**src/rtl/ctrl_types_pkg.sv**
```systemverilog
// -----------------------------------------------------------------------------
// ctrl_types_pkg
// Shared types for the cache controller command sequencer.
//   op_e         : host operation code (2 bits)
//   ctrl_state_e : top-level sequencer state
//   sub_cmd_t    : command word reported by each per-operation sub-FSM
// -----------------------------------------------------------------------------
package ctrl_types_pkg;

   typedef enum logic [1:0] {
      OP_NOP = 2'd0,
      OP_GET = 2'd1,
      OP_PUT = 2'd2,
      OP_DEL = 2'd3
   } op_e;

   typedef enum logic [1:0] {
      CTRL_ST_IDLE     = 2'd0,
      CTRL_ST_DISPATCH = 2'd1,
      CTRL_ST_WAIT     = 2'd2,
      CTRL_ST_RESP     = 2'd3
   } ctrl_state_e;

   // Sub-FSM command word; the sequencer only looks at .done.
   typedef struct packed {
      logic       done;
      logic       busy;
      logic [3:0] step;
   } sub_cmd_t;

   // Number of sub-FSMs; bit i of the per-sub vectors belongs to op code i+1.
   localparam int N_SUB = 3;

endpackage

```
**src/rtl/cache_ctrl_fsm_if.sv**
```systemverilog
// -----------------------------------------------------------------------------
// cache_ctrl_fsm_if
// Bundles the host request/response handshakes and the three sub-FSM links.
//   master : the sequencer (drives req_ready, enter/en, resp_*, busy)
//   slave  : host + sub-FSMs (drive req_*, cmd/succ, resp_ready)
// -----------------------------------------------------------------------------
interface cache_ctrl_fsm_if;
   import ctrl_types_pkg::*;

   logic     req_valid;
   op_e      req_op;
   logic     req_ready;

   logic     get_enter, put_enter, del_enter;
   logic     get_en, put_en, del_en;
   sub_cmd_t get_cmd, put_cmd, del_cmd;
   logic     get_succ, put_succ, del_succ;

   logic     resp_valid;
   logic     resp_ready;
   op_e      resp_op;
   logic     resp_succ;
   logic     resp_err;
   logic     busy;

   modport master (
      input  req_valid, req_op,
      output req_ready,
      output get_enter, put_enter, del_enter,
      output get_en, put_en, del_en,
      input  get_cmd, put_cmd, del_cmd,
      input  get_succ, put_succ, del_succ,
      output resp_valid, resp_op, resp_succ, resp_err, busy,
      input  resp_ready
   );

   modport slave (
      output req_valid, req_op,
      input  req_ready,
      input  get_enter, put_enter, del_enter,
      input  get_en, put_en, del_en,
      output get_cmd, put_cmd, del_cmd,
      output get_succ, put_succ, del_succ,
      input  resp_valid, resp_op, resp_succ, resp_err, busy,
      output resp_ready
   );

endinterface

```
**src/rtl/cache_ctrl_fsm_timeout_cnt.sv**
```systemverilog
// -----------------------------------------------------------------------------
// ctrl_timeout_cnt
// Saturating WAIT-cycle counter for the command sequencer.
//   clk, rst : parent clock / asynchronous active-high reset
//   clear    : reset count to 0 (has priority over inc)
//   inc      : count this cycle as a WAIT cycle without done
//   expired  : count has reached TIMEOUT_CYCLES, including the cycle whose
//              increment brings it there, so the parent can leave WAIT on
//              exactly the TIMEOUT_CYCLES-th idle WAIT cycle
// -----------------------------------------------------------------------------
module ctrl_timeout_cnt #(
   parameter int TIMEOUT_CYCLES = 16,
   parameter int CNT_W          = $clog2(TIMEOUT_CYCLES + 1)
) (
   input  logic clk,
   input  logic rst,
   input  logic clear,
   input  logic inc,
   output logic expired
);

   localparam logic [CNT_W-1:0] LP_MAX = CNT_W'(TIMEOUT_CYCLES);

   logic [CNT_W-1:0] r_cnt;

   always_ff @(posedge clk or posedge rst) begin
      if (rst) begin
         r_cnt <= '0;
      end else if (clear) begin
         r_cnt <= '0;
      end else if (inc && (r_cnt != LP_MAX)) begin
         r_cnt <= r_cnt + 1'b1;
      end
   end

   assign expired = (r_cnt == LP_MAX) || (inc && (r_cnt == (LP_MAX - 1'b1)));

endmodule

```
**src/rtl/cache_ctrl_fsm.sv**
```systemverilog
// -----------------------------------------------------------------------------
// cache_ctrl_fsm
// Top-level command sequencer: accepts one GET/PUT/DEL/NOP request, kicks the
// matching sub-FSM with a one-cycle enter pulse, enables it until done (or a
// timeout), then returns one registered response.
//   clk, rst : clock / asynchronous active-high reset
//   bus      : cache_ctrl_fsm_if.master (request, sub-FSM links, response)
// -----------------------------------------------------------------------------
module cache_ctrl_fsm
   import ctrl_types_pkg::*;
#(
   parameter int TIMEOUT_CYCLES = 16,
   parameter int CNT_W          = $clog2(TIMEOUT_CYCLES + 1)
) (
   input  logic              clk,
   input  logic              rst,
   cache_ctrl_fsm_if.master  bus
);

   ctrl_state_e      r_state, w_state_next;
   op_e              r_op;
   logic             r_resp_valid;
   op_e              r_resp_op;
   logic             r_resp_succ;
   logic             r_resp_err;

   logic             w_clear, w_inc, w_expired;
   logic [N_SUB-1:0] w_sel, w_done, w_succ, w_enter, w_en;
   logic             w_sel_done, w_sel_succ;
   logic             w_unused_cmd;

   assign w_done = {bus.del_cmd.done, bus.put_cmd.done, bus.get_cmd.done};
   assign w_succ = {bus.del_succ, bus.put_succ, bus.get_succ};

   // Only done is consumed from the sub-FSM command words.
   assign w_unused_cmd = ^{bus.get_cmd, bus.put_cmd, bus.del_cmd};

   // One-hot decode of the latched op onto the sub-FSM ports.
   genvar gi;
   generate
      for (gi = 0; gi < N_SUB; gi++) begin : g_sub
         assign w_sel[gi]   = (2'(r_op) == 2'(gi + 1));
         assign w_enter[gi] = (r_state == CTRL_ST_DISPATCH) && w_sel[gi];
         assign w_en[gi]    = (r_state == CTRL_ST_WAIT) && w_sel[gi];
      end
   endgenerate

   // Non-selected done/succ never reach the FSM.
   assign w_sel_done = |(w_done & w_sel);
   assign w_sel_succ = |(w_succ & w_sel);

   ctrl_timeout_cnt #(
      .TIMEOUT_CYCLES (TIMEOUT_CYCLES),
      .CNT_W          (CNT_W)
   ) u_timeout_cnt (
      .clk     (clk),
      .rst     (rst),
      .clear   (w_clear),
      .inc     (w_inc),
      .expired (w_expired)
   );

   always_ff @(posedge clk or posedge rst) begin
      if (rst) begin
         r_state <= CTRL_ST_IDLE;
      end else begin
         r_state <= w_state_next;
      end
   end

   always_comb begin
      w_state_next = r_state;
      w_clear      = 1'b0;
      w_inc        = 1'b0;
      case (r_state)
         CTRL_ST_IDLE: begin
            if (bus.req_valid) begin
               w_state_next = (bus.req_op == OP_NOP) ? CTRL_ST_RESP : CTRL_ST_DISPATCH;
            end
         end
         CTRL_ST_DISPATCH: begin
            w_clear      = 1'b1;
            w_state_next = CTRL_ST_WAIT;
         end
         CTRL_ST_WAIT: begin
            // done takes priority over a timeout landing in the same cycle
            if (w_sel_done) begin
               w_state_next = CTRL_ST_RESP;
            end else begin
               w_inc = 1'b1;
               if (w_expired) begin
                  w_state_next = CTRL_ST_RESP;
               end
            end
         end
         CTRL_ST_RESP: begin
            if (bus.resp_ready) begin
               w_state_next = CTRL_ST_IDLE;
            end
         end
         default: w_state_next = CTRL_ST_IDLE;
      endcase
   end

   // Op latch and response registers; resp_* only change on entry to RESP.
   always_ff @(posedge clk or posedge rst) begin
      if (rst) begin
         r_op         <= OP_NOP;
         r_resp_valid <= 1'b0;
         r_resp_op    <= OP_NOP;
         r_resp_succ  <= 1'b0;
         r_resp_err   <= 1'b0;
      end else begin
         case (r_state)
            CTRL_ST_IDLE: begin
               if (bus.req_valid) begin
                  r_op <= bus.req_op;
                  if (bus.req_op == OP_NOP) begin
                     r_resp_valid <= 1'b1;
                     r_resp_op    <= OP_NOP;
                     r_resp_succ  <= 1'b1;
                     r_resp_err   <= 1'b0;
                  end
               end
            end
            CTRL_ST_WAIT: begin
               if (w_sel_done) begin
                  r_resp_valid <= 1'b1;
                  r_resp_op    <= r_op;
                  r_resp_succ  <= w_sel_succ;
                  r_resp_err   <= 1'b0;
               end else if (w_expired) begin
                  r_resp_valid <= 1'b1;
                  r_resp_op    <= r_op;
                  r_resp_succ  <= 1'b0;
                  r_resp_err   <= 1'b1;
               end
            end
            CTRL_ST_RESP: begin
               if (bus.resp_ready) begin
                  r_resp_valid <= 1'b0;
               end
            end
            default: ;
         endcase
      end
   end

   // req_ready is also gated by rst so it reads 0 while reset is held.
   assign bus.req_ready  = (r_state == CTRL_ST_IDLE) && !rst;
   assign bus.busy       = (r_state != CTRL_ST_IDLE);
   assign bus.get_enter  = w_enter[0];
   assign bus.put_enter  = w_enter[1];
   assign bus.del_enter  = w_enter[2];
   assign bus.get_en     = w_en[0];
   assign bus.put_en     = w_en[1];
   assign bus.del_en     = w_en[2];
   assign bus.resp_valid = r_resp_valid;
   assign bus.resp_op    = r_resp_op;
   assign bus.resp_succ  = r_resp_succ;
   assign bus.resp_err   = r_resp_err;

endmodule

```
**src/flat_wrapper.sv**
```systemverilog
// flat-port wrapper written by rule: the top's interface ports become plain ports
module cache_ctrl_fsm_flat import ctrl_types_pkg::*;
#(
   parameter int TIMEOUT_CYCLES = 16,
   parameter int CNT_W          = $clog2(TIMEOUT_CYCLES + 1)
)
  (clk, rst, bus_req_valid, bus_req_op, bus_req_ready, bus_get_enter, bus_put_enter, bus_del_enter, bus_get_en, bus_put_en, bus_del_en, bus_get_cmd, bus_put_cmd, bus_del_cmd, bus_get_succ, bus_put_succ, bus_del_succ, bus_resp_valid, bus_resp_op, bus_resp_succ, bus_resp_err, bus_busy, bus_resp_ready);
  cache_ctrl_fsm_if bus_i ();
  input  logic clk;
  input  logic rst;
  input wire logic [$bits(bus_i.req_valid)-1:0] bus_req_valid;
  input wire logic [$bits(bus_i.req_op)-1:0] bus_req_op;
  output wire logic [$bits(bus_i.req_ready)-1:0] bus_req_ready;
  output wire logic [$bits(bus_i.get_enter)-1:0] bus_get_enter;
  output wire logic [$bits(bus_i.put_enter)-1:0] bus_put_enter;
  output wire logic [$bits(bus_i.del_enter)-1:0] bus_del_enter;
  output wire logic [$bits(bus_i.get_en)-1:0] bus_get_en;
  output wire logic [$bits(bus_i.put_en)-1:0] bus_put_en;
  output wire logic [$bits(bus_i.del_en)-1:0] bus_del_en;
  input wire logic [$bits(bus_i.get_cmd)-1:0] bus_get_cmd;
  input wire logic [$bits(bus_i.put_cmd)-1:0] bus_put_cmd;
  input wire logic [$bits(bus_i.del_cmd)-1:0] bus_del_cmd;
  input wire logic [$bits(bus_i.get_succ)-1:0] bus_get_succ;
  input wire logic [$bits(bus_i.put_succ)-1:0] bus_put_succ;
  input wire logic [$bits(bus_i.del_succ)-1:0] bus_del_succ;
  output wire logic [$bits(bus_i.resp_valid)-1:0] bus_resp_valid;
  output wire logic [$bits(bus_i.resp_op)-1:0] bus_resp_op;
  output wire logic [$bits(bus_i.resp_succ)-1:0] bus_resp_succ;
  output wire logic [$bits(bus_i.resp_err)-1:0] bus_resp_err;
  output wire logic [$bits(bus_i.busy)-1:0] bus_busy;
  input wire logic [$bits(bus_i.resp_ready)-1:0] bus_resp_ready;
  assign bus_i.req_valid = bus_req_valid;
  assign bus_i.req_op = bus_req_op;
  assign bus_req_ready = bus_i.req_ready;
  assign bus_get_enter = bus_i.get_enter;
  assign bus_put_enter = bus_i.put_enter;
  assign bus_del_enter = bus_i.del_enter;
  assign bus_get_en = bus_i.get_en;
  assign bus_put_en = bus_i.put_en;
  assign bus_del_en = bus_i.del_en;
  assign bus_i.get_cmd = bus_get_cmd;
  assign bus_i.put_cmd = bus_put_cmd;
  assign bus_i.del_cmd = bus_del_cmd;
  assign bus_i.get_succ = bus_get_succ;
  assign bus_i.put_succ = bus_put_succ;
  assign bus_i.del_succ = bus_del_succ;
  assign bus_resp_valid = bus_i.resp_valid;
  assign bus_resp_op = bus_i.resp_op;
  assign bus_resp_succ = bus_i.resp_succ;
  assign bus_resp_err = bus_i.resp_err;
  assign bus_busy = bus_i.busy;
  assign bus_i.resp_ready = bus_resp_ready;
  cache_ctrl_fsm #(.TIMEOUT_CYCLES(TIMEOUT_CYCLES), .CNT_W(CNT_W)) u_core (.clk(clk), .rst(rst), .bus(bus_i));
endmodule
```
**config.mk**
```make
export PLATFORM = sky130hd
export DESIGN_NAME = cache_ctrl_fsm_flat
export DESIGN_NICKNAME = d
export VERILOG_FILES = /design/src/rtl/ctrl_types_pkg.sv /design/src/rtl/cache_ctrl_fsm_if.sv /design/src/rtl/cache_ctrl_fsm_timeout_cnt.sv /design/src/rtl/cache_ctrl_fsm.sv /design/src/flat_wrapper.sv
export SDC_FILE = /design/constraint.sdc
export NUM_CORES = 1
export LEC_CHECK = 0
export ABC_AREA = 1
export ABC_CLOCK_PERIOD_IN_PS = 1850
export BUFFER_PORTS_ARGS = -buffer_cell sky130_fd_sc_hd__buf_2
export CORE_MARGIN = 3
export CORE_UTILIZATION = 46
export DETAILED_ROUTE_END_ITERATION = 8
export PLACE_DENSITY = 0.82
export SLEW_MARGIN = 30
export SYNTH_ARGS = -nofsm -noshare
export SYNTH_HDL_FRONTEND = slang
export SYNTH_SLANG_ARGS = --single-unit
```
**constraint.sdc**
```tcl
create_clock -name clk -period 1.85 [get_ports clk]
set_input_delay 0.2775 -clock clk [delete_from_list [all_inputs] [get_ports clk]]
set_output_delay 0.2775 -clock clk [all_outputs]
set_load 0.03 [all_outputs]
```
==> results of run 1 <==
-- layout make-up --
| class | count | area, um2 | share of cell area, % |
|---|---|---|---|
| inverter | 19 | 73.8 | 6.43 |
| timing repair buffer | 27 | 148 | 12.9 |
| clock buffer | 4 | 36.3 | 3.16 |
| multi-input combinational | 89 | 508 | 44.3 |
| tap | 25 | 31.3 | 2.73 |
| sequential | 14 | 350 | 30.5 |
-- flip-flops by register name (all words and copies together), names as in the netlist --
name / flops
u_core.bus.resp_err: 1
u_core.bus.resp_op: 2
u_core.u_timeout_cnt.r_cnt: 5
u_core.bus.resp_valid: 1
u_core.r_state: 2
u_core.r_op: 2
u_core.bus.resp_succ: 1
-- per-layer routing --
layer	global-route usage (%)	wire, um
met3	3.79	166
met5	0	0
met4	5.68	39
met1	23.4	863
met2	28.3	945
-- cell usage after synthesis (all sizes together) --
cell type / number / area [um2]
nor2: 22 / 95.1
nand4: 1 / 6.26
and3: 1 / 6.26
o21a: 1 / 7.51
nor3: 3 / 15.0
inv: 19 / 73.8
nand3: 10 / 70.1
or2: 2 / 12.5
a21oi: 2 / 10.0
buf: 1 / 11.3
dfrtp: 14 / 350
o21ai: 12 / 60.1
ha: 8 / 100
nand2: 26 / 110
a211oi: 1 / 12.5
-- cell usage in the layout, fill, tap and decap left out --
cell type / instances
o21ai_1: 5
inv_4: 1
buf_4: 3
nand2_1: 23
inv_1: 15
buf_2: 22
dfrtp_1: 14
clkbuf_4: 5
and3_1: 1
inv_2: 3
a21oi_1: 2
nor2_2: 2
or2_2: 2
o21a_1: 1
nor2_1: 19
nand3_1: 6
o21ai_0: 7
nor3_1: 3
ha_1: 7
nand2_4: 1
nand2_2: 2
a211oi_2: 1
nand3_2: 4
nand4_1: 1
ha_2: 1
nor2_4: 1
clkbuf_8: 1
-- per-stage QoR --
stage               setup slack, ns  hold WS, ns  cell area, um2  util (%)
finish                        0.119       0.0315            1150      63.0
global route                 0.0231       0.0825            1150      63.0
CTS                          0.0545       0.0551            1120      61.8
detailed placement            0.293        0.366            1090      59.8
global placement              0.369        0.357            1090      59.8
floorplan                     0.275        0.167             941         -
-- path summary, 6_finish.rpt --
check,end,slack (ns),depth (start not counted)
min reg2reg,u_core.bus.resp_succ,0.49,2
max,bus_del_en,0.12,5
max in group asynchronous,u_core.bus.resp_op[1],1.45,2
max reg2reg,u_core.bus.resp_op[1],0.28,8
min,u_core.bus.resp_valid,0.03,2
min in group clk,u_core.r_op[0],0.28,3
-- where the power goes --
part | internal, mW | leakage, nW | switching [mW]
registers | 0.427 | 0.177 | 0.103
logic | 0.414 | 0.414 | 0.813
clock network | 0.120 | 0.0210 | 0.104
total | 0.961 | 0.612 | 1.02
-- cells by family (layout without fill, tap and decap cells) --
| group | Yosys count | in the layout |
|---|---|---|
| and+or+nand+nor | 65 | 65 |
| buffers and inverters | 20 | 50 |
| AOI/OAI and AO/OA | 16 | 16 |
| DFF | 14 | 14 |
| adders and majority gates | 8 | 8 |
-- timing repair --
action,4_1_cts,5_1_grt
gates resized for setup,0,4
buffers inserted,0,2
endpoints found under the setup margin,0,4
==> out/summary.log, run 1 <==
qor: timing.finalCritPeriodShare 93.6%
qor: power.power_density 1730 nW/um2
qor: power.static-leakage-power 0.612 nW
qor: cts.cts-buffers-inserted 3
qor: setup_path.critical_path.n_buffers_inverters 3
qor: setup_path.timing.critical_path.from u_core.r_state[0]
qor: timing.setup-violations-final 0
qor: cells_and_area.final_layout_size_suffix_gt1_share 32.0%
qor: die.floorplan.rows 15
qor: yosys.share_of_synthesized_area_spent_on_multiplexers 0%
qor: cells_and_area.fin_cells 178
qor: cts.h-tree-depth 1
qor: setup_path.r2r_start u_core.r_state[0]
qor: timing.final_period_minus_worst_setup_slack 1.73 ns
qor: cells_and_area.nets 189
qor: yosys.synth_fp_nets 158
qor: cts.cts_root_buffer clkbuf_4
qor: die.floorplan.die.width 51.2 um
qor: routing.finalWirelength 2010 um
qor: timing.achievable_frequency 578 MHz
qor: cells_and_area.area_growth_syn_to_layout 21.9%
qor: cts.clock_sinks 14
qor: yosys.postSynthCellCount 123
qor: yosys.synth_xor_xnor_area_share 0%
qor: yosys.yosys.area_share.adder 10.6%
qor: flow_run.drv_cap 0
qor: power.p_total 1.98 mW
qor: setup_path.end_kind output port
qor: setup_path.cp_slowest_stage_delay 0.42 ns
qor: cts.clock_tree.buffer_depth 2
qor: placed_design.place.detailed.hpwl 1540 um
qor: yosys.synth_top_family_by_area simple AND/OR/NAND/NOR gates
qor: global_routing.first_global_vias 859
qor: die.die_area 2620 um2
qor: yosys.post_synth_and_or_nand_nor_area_fraction 33.5%
qor: yosys.synth.ff_latch_count 14
qor: setup_path.cp_slowest_cell dfrtp_1
qor: global_routing.grt_total_usage 17.6%
qor: routing.vias 897
qor: die.num_io_pins 40
qor: global_routing.globalRoute.totalOverflow 0
qor: timing.rsz0062_at_grt no
qor: yosys.synth.distinct_cells 23
qor: power.ir_drop 0.000959 V
qor: hold_path.holdCritPathClass in -> async
qor: routing.routed_len_inst 11.3 um
qor: placed_design.port-buffer-count 24
qor: yosys.netlist_area 941 um2
qor: placed_design.routabilityCongestion 0.848
qor: yosys.synth_compound_area_share 9.57%
qor: setup_path.crit_top_cell inv_1
qor: timing.timing.slew.headroom 63.6%
qor: cts.tritoncts yes
qor: timing.sum_of_negative_setup_slack 0 ns
qor: die.initial_core_util 51.7%
qor: yosys.syn_area_per_cell 7.65 um2
qor: routing.number_of_vias_per_cell 5.04
qor: cts.clk-insertion-delay-late 0.28 ns
qor: timing.fin_skew 0.00706 ns
qor: setup_path.cp_max_fo 5
qor: setup_path.critical_path_arrival 1.45 ns
qor: yosys.yosysWarnings 0
qor: timing.hold_viol 0
qor: global_routing.antenna_found_initial 0
qor: routing.first_pass_iters 4
qor: routing.postRouteAntennaNets 0
qor: cells_and_area.num-fill-cells 153
qor: setup_path.timing.critical_path.from_type register
qor: setup_path.worst-setup-path-type reg -> out
qor: cts.postCtsHoldBufs 0
qor: die.floorplan.die.height 51.2 um
qor: status.run_status finished clean
qor: routing.drc 0
qor: yosys.ys_seq_area_share 37.2%
qor: timing.worst_slew_pin_slew 0.546 ns
qor: placed_design.placed_cells_incl_taps 172
qor: global_routing.maximum_number_of_pins_on_one_net_before_global_route_repair 15
qor: timing.timing.final.max_slew_violations 0
qor: cts.clkSlewWorstSetupHoldPaths 0.09 ns
qor: cells_and_area.antenna_cells 0
qor: die.placeable_core_region 1820 um2
qor: setup_path.worst-endpoint-required 1.57 ns
qor: setup_path.cp_top_family buffers and inverters
qor: routing.drtIter0Drc 30
qor: global_routing.grt_pass1_wl 3520 um
qor: setup_path.timing.critical_path.cells inv_1 -> ha_1 -> inv_1 -> nor2_1 -> clkbuf_4
(Power assumes the default switching activity.)
==> run 2: changes to the inputs <==
CELL_PAD_IN_SITES_DETAIL_PLACEMENT = 0   (was unset)
CELL_PAD_IN_SITES_GLOBAL_PLACEMENT = 1   (was unset)
CORE_UTILIZATION = 32   (was 46)
PLACE_DENSITY = unset   (was 0.82)
PLACE_DENSITY_LB_ADDON = 0.1   (was unset)
==> out/summary.log, run 2 (synthesis gave the netlist of run 1 again) <==
qor: cts.clkSlewWorstSetupHoldPaths 0.09 ns
qor: timing.final.setup.worst_slack 0.0996 ns
qor: placed_design.placed_cells_incl_taps 178
qor: setup_path.worst-setup-path-type reg -> out
qor: setup_path.worst_flop_to_flop_path_endpoint u_core.bus.resp_op[1]
qor: setup_path.cp_max_fo 8
qor: flow_run.drv_cap 0
qor: setup_path.cp_slowest_cell dfrtp_1
qor: timing.achievable_frequency 571 MHz
qor: cts.cts_root_buffer clkbuf_4
qor: setup_path.r2r_start u_core.r_state[0]
qor: timing.rsz0062_at_grt no
qor: cells_and_area.final_layout_size_suffix_gt1_share 31.1%
qor: cells_and_area.multi_input_area 508 um2
qor: setup_path.critical_path.n_buffers_inverters 3
qor: cells_and_area.fin_cells 182
qor: cells_and_area.antenna_cells 0
qor: cells_and_area.area_growth_syn_to_layout 20.6%
qor: cells_and_area.regMostFlops u_core.u_timeout_cnt.r_cnt
qor: setup_path.cp_top_family flip-flops
qor: routing.first_pass_iters 4
qor: die.initial_core_util 33.8%
qor: die.num_io_pins 40
qor: die.placeable_core_region 2780 um2
qor: timing.sum_of_negative_setup_slack 0 ns
qor: routing.vias 851
qor: cells_and_area.finish.utilization 40.8%
qor: placed_design.port-buffer-count 24
qor: global_routing.grt_pass1_wl 3580 um
qor: routing.drtIter0Drc 34
qor: cells_and_area.largest_reg_flops 5
qor: die.die_area 3630 um2
qor: placed_design.routabilityCongestion 0.783
qor: cells_and_area.seqCellArea 350 um2
qor: timing.final_period_minus_worst_setup_slack 1.75 ns
qor: global_routing.first_global_vias 826
qor: cts.cts-buffers-inserted 3
qor: cells_and_area.num-fill-cells 303
qor: hold_path.holdCritPathClass in -> async
qor: global_routing.maximum_number_of_pins_on_one_net_before_global_route_repair 15
qor: timing.fin_skew 0.00278 ns
qor: timing.finalCritPeriodShare 94.6%
qor: setup_path.worst-endpoint-required 1.57 ns
qor: timing.setup-violations-final 0
qor: die.floorplan.die.height 60.2 um
qor: cts.clock_tree.buffer_depth 2
qor: routing.finalWirelength 2100 um
qor: global_routing.antenna_found_initial 0
qor: setup_path.cp_slowest_stage_delay 0.44 ns
qor: power.ir_drop 0.000785 V
qor: global_routing.globalRoute.totalOverflow 0
qor: cts.clk-insertion-delay-late 0.28 ns
qor: placed_design.place.detailed.hpwl 1650 um
qor: cts.h-tree-depth 1
qor: cells_and_area.layout.cells.most_common buf_2
qor: setup_path.end_kind output port
qor: timing.timing.slew.headroom 61.2%
qor: setup_path.r2r_cells 8
qor: global_routing.grt_total_usage 13.4%
qor: power.power_density 1700 nW/um2
qor: status.run_status finished clean
qor: power.static-leakage-power 0.603 nW
qor: timing.timing.final.max_slew_violations 0
qor: cells_and_area.final_cell_mix buf_2, nand2_1, nor2_1
qor: routing.postRouteAntennaNets 0
qor: routing.drc 0
qor: setup_path.r2r_setup_slack 0.29 ns
qor: routing.number_of_vias_per_cell 4.68
qor: cts.postCtsHoldBufs 0
qor: setup_path.timing.critical_path.cells inv_1 -> ha_1 -> inv_2 -> nor2_1 -> buf_2
qor: die.floorplan.rows 19
qor: timing.hold_viol 0
qor: routing.routed_len_inst 11.5 um
qor: cts.clock_sinks 14
qor: setup_path.timing.critical_path.from_type register
qor: cts.tritoncts yes
qor: timing.worst_slew_pin_slew 0.581 ns
qor: setup_path.critical_path_arrival 1.47 ns
qor: placed_design.placement.setup.worst_slack 0.312 ns
qor: cells_and_area.nets 187
qor: die.floorplan.die.width 60.2 um
==> run 2: how the worst max path moves through the flow <==
stage / from / endpoint / slack [ns] / cells after the start
final: u_core.r_state[1] / bus_del_enter / 0.1 / 5
after global routing: u_core.r_state[1] / bus_get_enter / 0.007 / 5
after CTS: u_core.r_state[1] / bus_get_enter / 0.02 / 5
after detailed placement: u_core.r_state[0] / u_core.bus.resp_succ / 0.31 / 6
after global placement: u_core.r_state[0] / u_core.bus.resp_succ / 0.32 / 8
after floorplan: u_core.r_state[0] / bus_req_ready / 0.28 / 4
==> run 2: per-layer routing <==
metal	vias to the layer above	global-route usage, %	share of wire (%)
li1	443	-	-
met1	391	16.7	48
met2	15	22.4	47
met3	2	4.10	3.7
met4	0	2.85	0.81
met5	-	0	0
==> run 2: repair_timing <==
item,CTS,global route
setup buffers,0,0
setup endpoints to repair,0,4
resized for setup,0,2
==> run 2: stage by stage <==
step | hold WS (ns) | total power, mW | instance area [um2]
finish | 0.0471 | 1.93 | 1130
detailed placement | 0.405 | 1.72 | 1100
global placement | 0.387 | 1.70 | 1100
CTS | 0.0853 | 1.96 | 1130
global route | 0.0936 | 2.14 | 1130
floorplan | 0.167 | 1.44 | 941
==> run 2: cell type report <==
class	count	area share, %
Clock buffer	4	3.20
Inverter	19	6.50
Multi-Input combinational cell	89	44.8
Sequential cell	14	30.9
Tap cell	31	3.42
Timing Repair Buffer	25	11.2
==> run 2: power breakdown <==
part / switching [mW] / internal, mW / total [mW]
clock: 0.108 / 0.120 / 0.228
combinational: 0.785 / 0.383 / 1.17
sequential: 0.108 / 0.427 / 0.535
==> run 3: changes to the inputs <==
CELL_PAD_IN_SITES_DETAIL_PLACEMENT = unset   (was 0)
CELL_PAD_IN_SITES_GLOBAL_PLACEMENT = unset   (was 1)
CORE_UTILIZATION = 46   (was 32)
PLACE_DENSITY = 0.77   (was unset)
PLACE_DENSITY_LB_ADDON = unset   (was 0.1)
==> out/summary.log, run 3 (synthesis gave the netlist of run 1 again) <==
qor: cells_and_area.antenna_cells 0
qor: routing.drtIter0Drc 14
qor: setup_path.cp_top_family flip-flops
qor: power.ir_drop 0.00106 V
qor: cells_and_area.num-fill-cells 166
qor: setup_path.cp_slowest_stage_delay 0.43 ns
qor: cts.h-tree-depth 1
qor: die.floorplan.rows 15
qor: setup_path.cp_max_fo 8
qor: cells_and_area.multi_input_area 505 um2
qor: setup_path.critical_path.n_buffers_inverters 3
qor: routing.postRouteAntennaNets 0
qor: die.num_io_pins 40
qor: global_routing.first_global_vias 752
qor: setup_path.cp_slowest_cell dfrtp_1
qor: routing.vias 861
qor: cells_and_area.area_growth_syn_to_layout 19.5%
qor: power.power_density 1710 nW/um2
qor: cells_and_area.largest_reg_flops 5
qor: cells_and_area.fin_cells 176
qor: cts.postCtsHoldBufs 0
qor: global_routing.maximum_number_of_pins_on_one_net_before_global_route_repair 15
qor: timing.final_period_minus_worst_setup_slack 1.75 ns
qor: cts.clock_tree.buffer_depth 2
qor: setup_path.r2r_setup_slack 0.28 ns
qor: cts.cts_root_buffer clkbuf_4
qor: placed_design.routabilityCongestion 0.783
qor: timing.finalCritPeriodShare 94.3%
qor: cts.cts-buffers-inserted 3
qor: cts.clkSlewWorstSetupHoldPaths 0.09 ns
qor: placed_design.place.detailed.hpwl 1560 um
qor: cts.tritoncts yes
qor: die.floorplan.die.height 51.2 um
qor: global_routing.grt_total_usage 15.5%
qor: cells_and_area.regMostFlops u_core.u_timeout_cnt.r_cnt
qor: setup_path.timing.critical_path.from_type register
qor: routing.drc 0
qor: routing.first_pass_iters 4
qor: cts.clk-insertion-delay-late 0.28 ns
qor: cells_and_area.layout.cells.most_common buf_2
qor: status.run_status finished clean
qor: setup_path.critical_path_arrival 1.47 ns
qor: timing.whs 0.0386 ns
qor: placed_design.placed_cells_incl_taps 172
qor: die.placeable_core_region 1820 um2
qor: timing.fin_skew 0.00596 ns
qor: hold_path.holdCritPathClass in -> async
qor: timing.achievable_frequency 573 MHz
qor: timing.setup-violations-final 0
qor: setup_path.timing.critical_path.cells inv_1 -> ha_1 -> inv_2 -> nor2_1 -> buf_2
qor: global_routing.grt_pass1_wl 3080 um
qor: timing.timing.slew.headroom 63.3%
qor: cells_and_area.final_layout_size_suffix_gt1_share 30.5%
qor: cts.clock_sinks 14
qor: timing.timing.final.max_slew_violations 0
qor: cells_and_area.final_cell_mix buf_2, nand2_1, nor2_1
qor: global_routing.antenna_found_initial 0
qor: timing.rsz0062_at_grt no
qor: global_routing.globalRoute.totalOverflow 0
qor: die.die_area 2620 um2
qor: timing.worst_slew_pin_slew 0.550 ns
qor: die.initial_core_util 51.7%
qor: die.floorplan.die.width 51.2 um
qor: routing.finalWirelength 1920 um
qor: cells_and_area.seqCellArea 350 um2
qor: setup_path.worst-endpoint-required 1.57 ns
qor: routing.routed_len_inst 10.9 um
qor: timing.sum_of_negative_setup_slack 0 ns
qor: cells_and_area.nets 187
qor: setup_path.end_kind output port
qor: timing.hold_viol 0
qor: power.static-leakage-power 0.604 nW
qor: placed_design.port-buffer-count 24
qor: setup_path.worst-setup-path-type reg -> out
qor: flow_run.drv_cap 0
qor: routing.number_of_vias_per_cell 4.89
==> run 3: cell types whose count changed in the layout (fill, tap and decap cells not counted) <==
cell,previous run,this run
ha_2,1,0
ha_1,7,8
==> run 3: final timing paths <==
kind | from | endpoint | cells past startpoint
worst max register to register | u_core.r_state[0] | u_core.bus.resp_err | 7
min in group clk | bus_req_op[0] | u_core.r_op[0] | 3
worst max-delay path | u_core.r_state[1] | bus_get_enter | 5
worst min register to register | u_core.bus.resp_valid | u_core.bus.resp_valid | 2
worst min-delay path | rst | u_core.r_op[0] | 2
max in group asynchronous | rst | u_core.r_state[0] | 2
==> run 3: report_power, final <==
group | total (mW) | switching, mW | internal (mW) | leakage (nW)
registers | 0.537 | 0.110 | 0.427 | 0.177
clock network | 0.219 | 0.0999 | 0.120 | 0.0210
logic | 1.16 | 0.784 | 0.380 | 0.407
total | 1.92 | 0.994 | 0.926 | 0.604
==> run 3: layer usage <==
metal  global-route usage, %  vias to the layer above  part of all wire, %
li1                        -                      449                    -
met1                    18.2                      390                   45
met2                    27.3                       20                   49
met3                    3.21                        2                  5.4
met4                    6.11                        0                 0.73
met5                       0                        -                    0
==> run 3: repair_timing <==
item | CTS | global route
endpoints found under the setup margin | 0 | 3
setup buffers | 0 | 0
resized for setup | 0 | 1
==> run 3: worst reg2reg max path, cell delays in order, from the launching register on <==
cell	delay, ns
dfrtp_1	0.42
inv_1	0.12
ha_1	0.22
inv_1	0.09
or2_2	0.32
nand3_2	0.17
nand2_1	0.06
o21ai_1	0.08
==> run 3: through the flow <==
stage	worst slack [ns]	utilization, %	instance area (um2)	total power, mW
2_1_floorplan	0.275	-	941	1.44
3_3_place_gp	0.361	59.8	1090	1.67
3_5_place_dp	0.303	59.8	1090	1.71
4_1_cts	0.0412	61.8	1120	1.93
5_1_grt	0.0201	61.8	1120	2.08
6_report	0.105	61.8	1120	1.92
==> run 3: cell type report <==
type | instances | share of cell area (%)
clock buffer | 4 | 3.23
sequential | 14 | 31.1
multi-input combinational | 89 | 44.9
timing repair buffer | 25 | 11.3
tap | 25 | 2.78
inverter | 19 | 6.56
